--- src/rtl/core_pkg.sv ---
// core_pkg: types and constants shared by the RV64I front end.
//   fetch_entry_t  - one prefetch queue entry {pc, instr}
//   INSTR_NOP      - canonical NOP (addi x0, x0, 0) shown to decode after reset
//   OP_*           - major opcodes, shared with decode and the immediate generator
//   opcode_of()    - extracts the major opcode field from an instruction word
package core_pkg;

    typedef struct packed {
        logic [63:0] pc;
        logic [31:0] instr;
    } fetch_entry_t;

    localparam logic [31:0] INSTR_NOP = 32'h0000_0013;

    localparam logic [6:0] OP_IMM    = 7'b0010011;
    localparam logic [6:0] LOAD      = 7'b0000011;
    localparam logic [6:0] STORE     = 7'b0100011;
    localparam logic [6:0] BRANCH    = 7'b1100011;
    localparam logic [6:0] JAL       = 7'b1101111;
    localparam logic [6:0] JALR      = 7'b1100111;
    localparam logic [6:0] LUI       = 7'b0110111;
    localparam logic [6:0] AUIPC     = 7'b0010111;
    localparam logic [6:0] OP_IMM_32 = 7'b0011011;
    localparam logic [6:0] SYSTEM    = 7'b1110011;

    function automatic logic [6:0] opcode_of(input logic [31:0] instr);
        return instr[6:0];
    endfunction

endpackage

--- src/rtl/sync_fifo.sv ---
// sync_fifo: single-clock FIFO with explicit occupancy count and flush.
//   clk, reset       - clock, synchronous active-high reset (empties the FIFO)
//   flush            - empties the FIFO; overrides any write/read that cycle
//   wr_en, wr_data   - enqueue at the tail (ignored when full)
//   rd_en            - pop the head (ignored when empty)
//   rd_data          - head entry, read combinationally from storage
//   count, empty     - occupancy and its zero flag
module sync_fifo #(
    parameter int WIDTH = 8,
    parameter int DEPTH = 4,
    localparam int AW = $clog2(DEPTH),
    localparam int CW = AW + 1
) (
    input  logic             clk,
    input  logic             reset,
    input  logic             flush,
    input  logic             wr_en,
    input  logic [WIDTH-1:0] wr_data,
    input  logic             rd_en,
    output logic [WIDTH-1:0] rd_data,
    output logic [CW-1:0]    count,
    output logic             empty
);

    logic [AW-1:0]    head_q, head_d;
    logic [AW-1:0]    tail_q, tail_d;
    logic [CW-1:0]    count_q, count_d;
    logic [WIDTH-1:0] mem_q [DEPTH];
    logic [DEPTH-1:0] entry_we;
    logic             full;
    logic             wr_ok;
    logic             rd_ok;

    assign full  = (count_q == CW'(DEPTH));
    assign empty = (count_q == '0);
    assign wr_ok = wr_en && !full;
    assign rd_ok = rd_en && !empty;

    // Per-entry write strobes; nothing is written in a flush cycle.
    for (genvar gi = 0; gi < DEPTH; gi++) begin : g_we
        assign entry_we[gi] = wr_ok && !flush && (tail_q == AW'(gi));
    end

    always_comb begin
        head_d  = head_q;
        tail_d  = tail_q;
        count_d = count_q;
        if (flush) begin
            head_d  = '0;
            tail_d  = '0;
            count_d = '0;
        end else begin
            if (wr_ok) tail_d = tail_q + 1'b1;
            if (rd_ok) head_d = head_q + 1'b1;
            // Pointers wrap naturally; the separate count keeps full/empty unambiguous.
            case ({wr_ok, rd_ok})
                2'b10:   count_d = count_q + 1'b1;
                2'b01:   count_d = count_q - 1'b1;
                default: count_d = count_q;
            endcase
        end
    end

    always_ff @(posedge clk) begin
        if (reset) begin
            head_q  <= '0;
            tail_q  <= '0;
            count_q <= '0;
        end else begin
            head_q  <= head_d;
            tail_q  <= tail_d;
            count_q <= count_d;
        end
    end

    // Storage is not reset: stale contents are never visible while empty.
    always_ff @(posedge clk) begin
        for (int i = 0; i < DEPTH; i++) begin
            if (entry_we[i]) mem_q[i] <= wr_data;
        end
    end

    assign rd_data = mem_q[head_q];
    assign count   = count_q;

endmodule

--- src/rtl/fetch_queue.sv ---
// fetch_queue: instruction fetch stage with a small prefetch queue.
//   clk, reset                - core clock, synchronous active-high reset
//   imem_req, imem_addr       - request to a 1-cycle-latency instruction memory
//   imem_rdata                - returned word, valid the cycle after a request
//   redirect, redirect_pc     - flush the queue and restart fetch at redirect_pc
//   id_valid/id_instr/id_pc   - head entry presented to decode
//   id_ready                  - decode accepts the head this cycle
//   count                     - current queue occupancy
module fetch_queue
    import core_pkg::*;
#(
    parameter int          DEPTH    = 4,
    parameter logic [63:0] RESET_PC = 64'h0,
    localparam int CW = $clog2(DEPTH) + 1
) (
    input  logic          clk,
    input  logic          reset,
    output logic          imem_req,
    output logic [63:0]   imem_addr,
    input  logic [31:0]   imem_rdata,
    input  logic          redirect,
    input  logic [63:0]   redirect_pc,
    output logic          id_valid,
    output logic [31:0]   id_instr,
    output logic [63:0]   id_pc,
    input  logic          id_ready,
    output logic [CW-1:0] count
);

    logic [63:0]  fetch_pc_q, fetch_pc_d;
    logic [63:0]  req_pc_q, req_pc_d;       // PC of the request now in flight
    logic         inflight_q, inflight_d;
    fetch_entry_t head_hold_q, head_hold_d; // last entry shown to decode

    fetch_entry_t fifo_wr_data;
    fetch_entry_t fifo_rd_data;
    fetch_entry_t head_entry;
    logic [CW-1:0] fifo_count;
    logic          fifo_empty;
    logic [CW:0]   demand;
    logic          enq;
    logic          deq;

    // Counting the in-flight word against capacity reserves its slot, so a
    // response can always be written and there is never more than one in flight.
    // id_ready is deliberately absent from this path.
    assign demand   = {1'b0, fifo_count} + (CW+1)'(inflight_q);
    assign imem_req = !reset && !redirect && (demand < (CW+1)'(DEPTH));
    assign imem_addr = fetch_pc_q;

    assign enq = inflight_q && !redirect && !reset;
    assign deq = id_ready && !fifo_empty && !redirect && !reset;

    assign fifo_wr_data = '{pc: req_pc_q, instr: imem_rdata};

    sync_fifo #(
        .WIDTH ($bits(fetch_entry_t)),
        .DEPTH (DEPTH)
    ) u_fifo (
        .clk     (clk),
        .reset   (reset),
        .flush   (redirect),
        .wr_en   (enq),
        .wr_data (fifo_wr_data),
        .rd_en   (deq),
        .rd_data (fifo_rd_data),
        .count   (fifo_count),
        .empty   (fifo_empty)
    );

    // While empty, decode keeps seeing whatever it saw last (NOP after reset).
    assign head_entry  = fifo_empty ? head_hold_q : fifo_rd_data;
    assign head_hold_d = head_entry;

    assign id_valid = !fifo_empty;
    assign id_instr = head_entry.instr;
    assign id_pc    = head_entry.pc;
    assign count    = fifo_count;

    always_comb begin
        fetch_pc_d = fetch_pc_q;
        req_pc_d   = req_pc_q;
        inflight_d = 1'b0;
        if (redirect) begin
            fetch_pc_d = redirect_pc & ~64'h3;
        end else if (imem_req) begin
            fetch_pc_d = fetch_pc_q + 64'd4;
            req_pc_d   = fetch_pc_q;
            inflight_d = 1'b1;
        end
    end

    always_ff @(posedge clk) begin
        if (reset) begin
            fetch_pc_q  <= RESET_PC;
            req_pc_q    <= '0;
            inflight_q  <= 1'b0;
            head_hold_q <= '{pc: 64'h0, instr: INSTR_NOP};
        end else begin
            fetch_pc_q  <= fetch_pc_d;
            req_pc_q    <= req_pc_d;
            inflight_q  <= inflight_d;
            head_hold_q <= head_hold_d;
        end
    end

endmodule

--- config.mk ---
export PLATFORM = sky130hd
export DESIGN_NAME = fetch_queue
export DESIGN_NICKNAME = d
export VERILOG_FILES = /design/src/rtl/core_pkg.sv /design/src/rtl/sync_fifo.sv /design/src/rtl/fetch_queue.sv
export SDC_FILE = /design/constraint.sdc
export NUM_CORES = 1
export LEC_CHECK = 0
export ABC_AREA = 1
export CORE_UTILIZATION = 55
export DETAILED_ROUTE_END_ITERATION = 16
export DONT_BUFFER_PORTS = 1
export PLACE_DENSITY = 0.79
export SETUP_SLACK_MARGIN = 0.3
export SLEW_MARGIN = 20
export SYNTH_ARGS = -nofsm -noshare
export SYNTH_HDL_FRONTEND = slang
export SYNTH_SLANG_ARGS = --single-unit
--- constraint.sdc ---
create_clock -name clk -period 7.7 [get_ports clk]
set_clock_uncertainty 0.1 [all_clocks]
set_input_delay 0.77 -clock clk [delete_from_list [all_inputs] [get_ports clk]]
set_output_delay 0.77 -clock clk [all_outputs]
set_load 0.005 [all_outputs]
* After elaboration in Yosys (flattened, before gate mapping)
Memories as Yosys holds them, arrays and structs flattened. A register that Yosys moved wholly into a read port is not among the register bits. Index checks and enable logic that the tools add are counted.
Word-level totals: memory bits (writable) 384, input bits 100, output and inout port bits 165, logic and storage cells 75, register bits 232, memories kept 1
Cells by class: equality and inequality tests 6, $add $sub $neg 6, bitwise operators 1, multiplexer cells 24, order comparisons 1, reduce and logical (&&, ||, !) cells 27
Memories:
- u_fifo.mem_q | depth 4, width 96, rd ports 1, clocked after memory_dff 1, wr ports 1, RTL line sync_fifo.sv:28 | logic [WIDTH-1:0] mem_q [DEPTH];
Operators with widths (number):
- $mux W96 | 4
- $reduce_or A96 Y1 | 3
- $mux W64 | 2
- $add A64 B3 Y64 const B | 1
- $logic_and A1 B1 Y1 | 14
- $mux W1 | 12
- $mux W2 | 5
- $eq A2 B2 Y1 const B | 3
- $pmux W3 S2 | 1
- $add A2 B1 Y2 const B | 2
- $add A3 B1 Y4 | 1
- $eq A2 B1 Y1 const B | 2
- $logic_not A1 Y1 | 4
- $lt A4 B3 Y1 const B | 1
- $reduce_bool A2 Y1 | 2
- $add A3 B1 Y3 const B | 1
- $eq A3 B3 Y1 const B | 1
- $logic_not A3 Y1 | 1
- $sub A3 B1 Y3 const B | 1
- $logic_not A2 Y1 | 1
- $reduce_and A2 Y1 | 1
- $reduce_or A2 Y1 | 1
- $not A1 Y1 | 1

* Logic depth before layout (Yosys ltp)
word-level depth 12, gate-level depth with buffers 12, depth with buffers taken out 12

* Hierarchy
A second synthesis with hierarchy kept.
Second synthesis, totals: cells, all modules 2640, area total of the unflattened synthesis 25415.6 sq um
By module, submodules not included:
- sync_fifo | times used 1, seq. area each 11711.2 sq um, area each 14782.9 sq um, cells an instance 1003
- fetch_queue | times used 1, seq. area each 4424.2 sq um, area each 10632.7 sq um, cells an instance 1637

* Worst setup path after synthesis
No wires, ideal clock.
kind input -> register, start point input port redirect, end point memory u_fifo.mem_q[0][0] in the netlist's numbering (enable), required time 7053 ps, arrival time 5256 ps, library setup time 547 ps, setup slack 1797 ps, stages on the path 6, buffers on the path 1, cells stage by stage buf_4 > nor2_8 > inv_1 > nor2_1 > inv_1 > nor2_1
Between the ends: elaborated cells on any way between the ends 26, those cells by class mux: 14; reduce/logical: 12
RTL lines:
- start, declared | RTL line fetch_queue.sv:21 | input logic redirect,
- $logic_not A1 Y1 * | RTL line sync_fifo.sv:41, fetch_queue.sv:51
- $logic_and A1 B1 Y1 (2 in series) | RTL line fetch_queue.sv:51 | assign enq = inflight_q && !redirect && !reset;
- $logic_and A1 B1 Y1 | RTL line sync_fifo.sv:36 | assign wr_ok = wr_en && !full;
- $logic_and A1 B1 Y1 * (2 in series) | RTL line sync_fifo.sv:41 | assign entry_we[gi] = wr_ok && !flush && (tail_q == AW'(gi));
- net u_fifo.entry_we[0] | RTL line sync_fifo.sv:29 | logic [DEPTH-1:0] entry_we;
- $mux W1 * | RTL line sync_fifo.sv:79 | if (entry_we[i]) mem_q[i] <= wr_data;
- $mux W1 (implied by the code) * | RTL line sync_fifo.sv:79
- $mux W1 (no line) * (3 in series)
- end, declared | RTL line sync_fifo.sv:28
The timed path passes the listed nets; every way through them passes the cells marked *.

==> parameters.txt <==
Parameter                              Value

Logic synthesis
  Adder-Cell Fraction of Synth Area    less than 1%
  Post-Synthesis Cell Area    24800 sq um
  Netlist cell types    43
  Basic-gate share of the synthesized area counting and, or, nand and nor cells    18.7%
  Xor/xnor cell area share of the yosys netlist    less than 1%
  Yosys warnings    0
  Main combinational cell family by area after synthesis    simple AND/OR/NAND/NOR gates
  Number of instances in the synthesized netlist    2571
  Synthesized area divided by synthesized cell count    9.66 sq um
  Sequential share of the synthesized area    64.0%
  Complex-gate fraction of the synthesized area    roughly an eighth
  Mux share of post-synthesis cell area    0%
  Count of state elements after synthesis    606

Worst setup path
  WP data arrival    approximately 3.8 ns
  Reg2reg setup slack    4.27 ns
  Worst flop-to-flop path endpoint    u_fifo.count[2]
  Critical path capture point type    output port
  Worst path required time    6.83 ns
  Series of cell instances along the critical path    inv_4 -> buf_4 -> o21ai_0 -> o22ai_1 -> nand2_1 -> nand2_1
  Top fanout value on the critical path    between 90 and 100
  Logic depth of the worst register-to-register path    12
  Launching point of the worst reg2reg path    u_fifo.count[1]
  Delay of the slowest critical-path stage    0.87 ns
  Most Frequent Cell on Critical Path    sky130_fd_sc_hd__nand2_1
  Cell with the biggest individual delay on the critical path    sky130_fd_sc_hd__buf_4
  Startpoint types    flop
  Crit Path Category    flop to output port

Clocking
  Clock H-tree levels    2
  Hold buffer count at cts    0
  Deepest clock path buffer count    3
  TritonCTS clock tree    yes
  Insertion delay of the later-clocked pin in the worst-skew pair    0.61 ns
  Post-CTS Resized    0
  TritonCTS buffer count    slightly below 60
  Number of clock sinks    606
  Post-CTS setup buffers    0
  CTS root buffer    sky130_fd_sc_hd__clkbuf_16
  Clock-pin slew of the registers on the worst-case setup and hold paths    0.06 ns

GRT
  Largest net degree at the start of global routing    187
  Residual overflow from global routing    0
  Number of antenna violations at the first check in global routing    2
  Vias in the first global route    around 18000
  Global-route wire length before repair    just under 100 mm
  Overall fraction of global-route tracks in use    27.7%

STA
  RSZ-0062 raised after global routing    no
  Worst slew pin tran    1.05 ns
  Final setup margin    around 3.1 ns
  Final count of pins violating max slew    0
  Aggregate negative setup slack    0 ns
  Count of final setup violators    0
  Post-layout minimum cycle time    4.62 ns
  Final-layout worst hold slack    around 0.14 ns
  Peak clock frequency supported by timing    217 MHz
  Portion of the clock cycle consumed by the worst path in the final layout    60.0%
  Tightest slew margin relative to the limit    ~30%
  Hold violation count in the final report    0

Die
  Top-level I/O count    265
  Area of the placeable core    44400 sq um
  Die H    214 um
  Die width    roughly 210 um
  Placement row count    77
  Die footprint    46000 sq um
  Starting density of the core    55.9%

Route
  Routed wire length per instance    20.6 um
  Number of optimization iterations in the first detailed-route pass    6
  Routed wire length    ~65 mm
  DRT antenna net count    0
  Number of remaining DRC errors    0
  Vias/cell    5.87
  DRT iter0 DRCs    approximately 2000
  Count of vias placed by the detailed router    18500

Final layout
  Net count of the finished layout    approximately 2600
  Ant diodes    0
  Final Core Density    between 60 and 70%
  Fraction of layout cells with a size suffix above 1    6.52%
  Area growth from synthesis to layout    9.69%

Min path
  Startpoint of the tightest hold check path    reset
  Min-Delay Endpoint    imem_addr[44]
  Worst min-delay path class    primary input to flop
  Hold path cells    1

Pwr
  Leakage Power    a little under 0.01 uW
  Switching power as a share of total power    20.5%
  Power density relative to cell area    approximately 250 nW/um^2
  Share of power burned in combinational logic    2.8%
  Worst-case vdd ir drop    0.182 mV
  Net switching power of the design    1390 uW
  Internal power    5400 uW
  Clock group share of total power    between 40% and 50%
  Share of total power in sequential cells    52.7%

Run status
  Status    complete, no violations

Placement
  Placed wire-length estimate    a little under 40 mm
  Final weighted congestion of routability-driven global placement    0.952
  Pre-CTS WS    3.63 ns
  Number of buffer cells added on primary ports    0

Job
  Total of max-cap violations    0
[sequential cells by signal, indices dropped and copies added, names as in the netlist, named ones only]
signal,count
u_fifo.count,3
imem_addr,62
u_fifo.head_q,2
inflight_q,1
req_pc_q,62
head_hold_q,96
u_fifo.tail_q,2
u_fifo.mem_q,376
[stage by stage]
stage	total power (uW)	std cells	area [sq um]
3_3_place_gp	3820	3042	25100
2_1_floorplan	3770	2572	24800
6_report	6790	3154	27200
4_1_cts	6820	3153	27200
5_1_grt	6980	3154	27200
3_5_place_dp	3830	3042	25100
[power groups by stage]
stage	registers, uW	logic [uW]	clock network [uW]
detailed placement	3640	188	0
global placement	3640	182	0
CTS	3570	190	3060
finish	3580	191	3020
global route	3580	215	3190
floorplan	3620	158	0
[cells by family after synthesis]
kind of cell    Yosys count
simple gates           1126
flops                   606
compound gates          542
buf+inv                 271
fa+ha+maj                 7
xor+xnor                 18
other cells               1
[metal layers]
metal / vias to the layer above / global-route usage, % / routed length (um) / share of wire (%)
li1: 8658 / - / - / -
met1: 8889 / 36.4 / 26400 / 41
met2: 855 / 45.4 / 30800 / 47
met3: 117 / 6.21 / 5990 / 9.2
met4: 4 / 9.74 / 1700 / 2.6
met5: - / 0 / 27 / 0.042
[synthesized netlist by cell type (all sizes together)]
library cell	instances	share of area (%)
a211oi	23	0.70
a21boi	3	0.091
a21oi	146	2.9
a31oi	17	0.43
and2	3	0.086
buf	63	1.3
clkbuf	77	1.2
clkinv	2	0.030
conb	1	0.015
dfxtp	230	19
edfxtp	376	45
fa	1	0.081
ha	6	0.30
inv	129	2.0
nand2	573	8.8
nand3	66	1.4
nand3b	8	0.24
nand4	14	0.35
nor2	428	7.0
nor3	28	0.58
nor3b	1	0.030
o211a	1	0.040
o21a	4	0.12
o21ai	254	5.1
o221ai	1	0.035
o22ai	92	2.3
o31ai	1	0.030
or2	5	0.13
xor2	18	0.63
[layout by cell type (no fill, tap or decap), types with 13 or more instances in the layout]
master,n
sky130_fd_sc_hd__a211oi_1,23
sky130_fd_sc_hd__a21oi_1,146
sky130_fd_sc_hd__a31oi_1,17
sky130_fd_sc_hd__buf_4,18
sky130_fd_sc_hd__clkbuf_1,19
sky130_fd_sc_hd__clkbuf_16,63
sky130_fd_sc_hd__dfxtp_1,228
sky130_fd_sc_hd__edfxtp_1,376
sky130_fd_sc_hd__inv_1,123
sky130_fd_sc_hd__nand2_1,562
sky130_fd_sc_hd__nand3_1,62
sky130_fd_sc_hd__nand4_1,14
sky130_fd_sc_hd__nor2_1,401
sky130_fd_sc_hd__nor2_2,13
sky130_fd_sc_hd__nor3_1,27
sky130_fd_sc_hd__o21ai_0,246
sky130_fd_sc_hd__o22ai_1,92
sky130_fd_sc_hd__xor2_1,18
[area by class of cell]
cell class	instances	area, sq um
Multi-Input combinational cell	1695	7870
Inverter	131	498
Tap cell	592	741
Timing Repair Buffer	19	163
Sequential cell	606	15900
Fill cell	3527	17200
Clock buffer	90	1760
Clock inverter	21	310
[worst max-delay path by stage]
stage	cells past startpoint	from	to
floorplan	6	redirect	u_fifo.mem_q[0][0]
global placement	6	flop	id_pc[37]
detailed placement	6	flop	id_pc[37]
CTS	6	flop	id_pc[43]
global route	6	flop	id_pc[43]
finish	6	flop	id_pc[43]
[worst max-delay path, delay by kind of cell, from the launching register on]
family / cells / cell delay [ns]
flops: 1 / 0.62
simple gates: 2 / 0.24
compound gates: 2 / 0.56
buf+inv: 2 / 1.67
(Power assumes the default switching activity.)
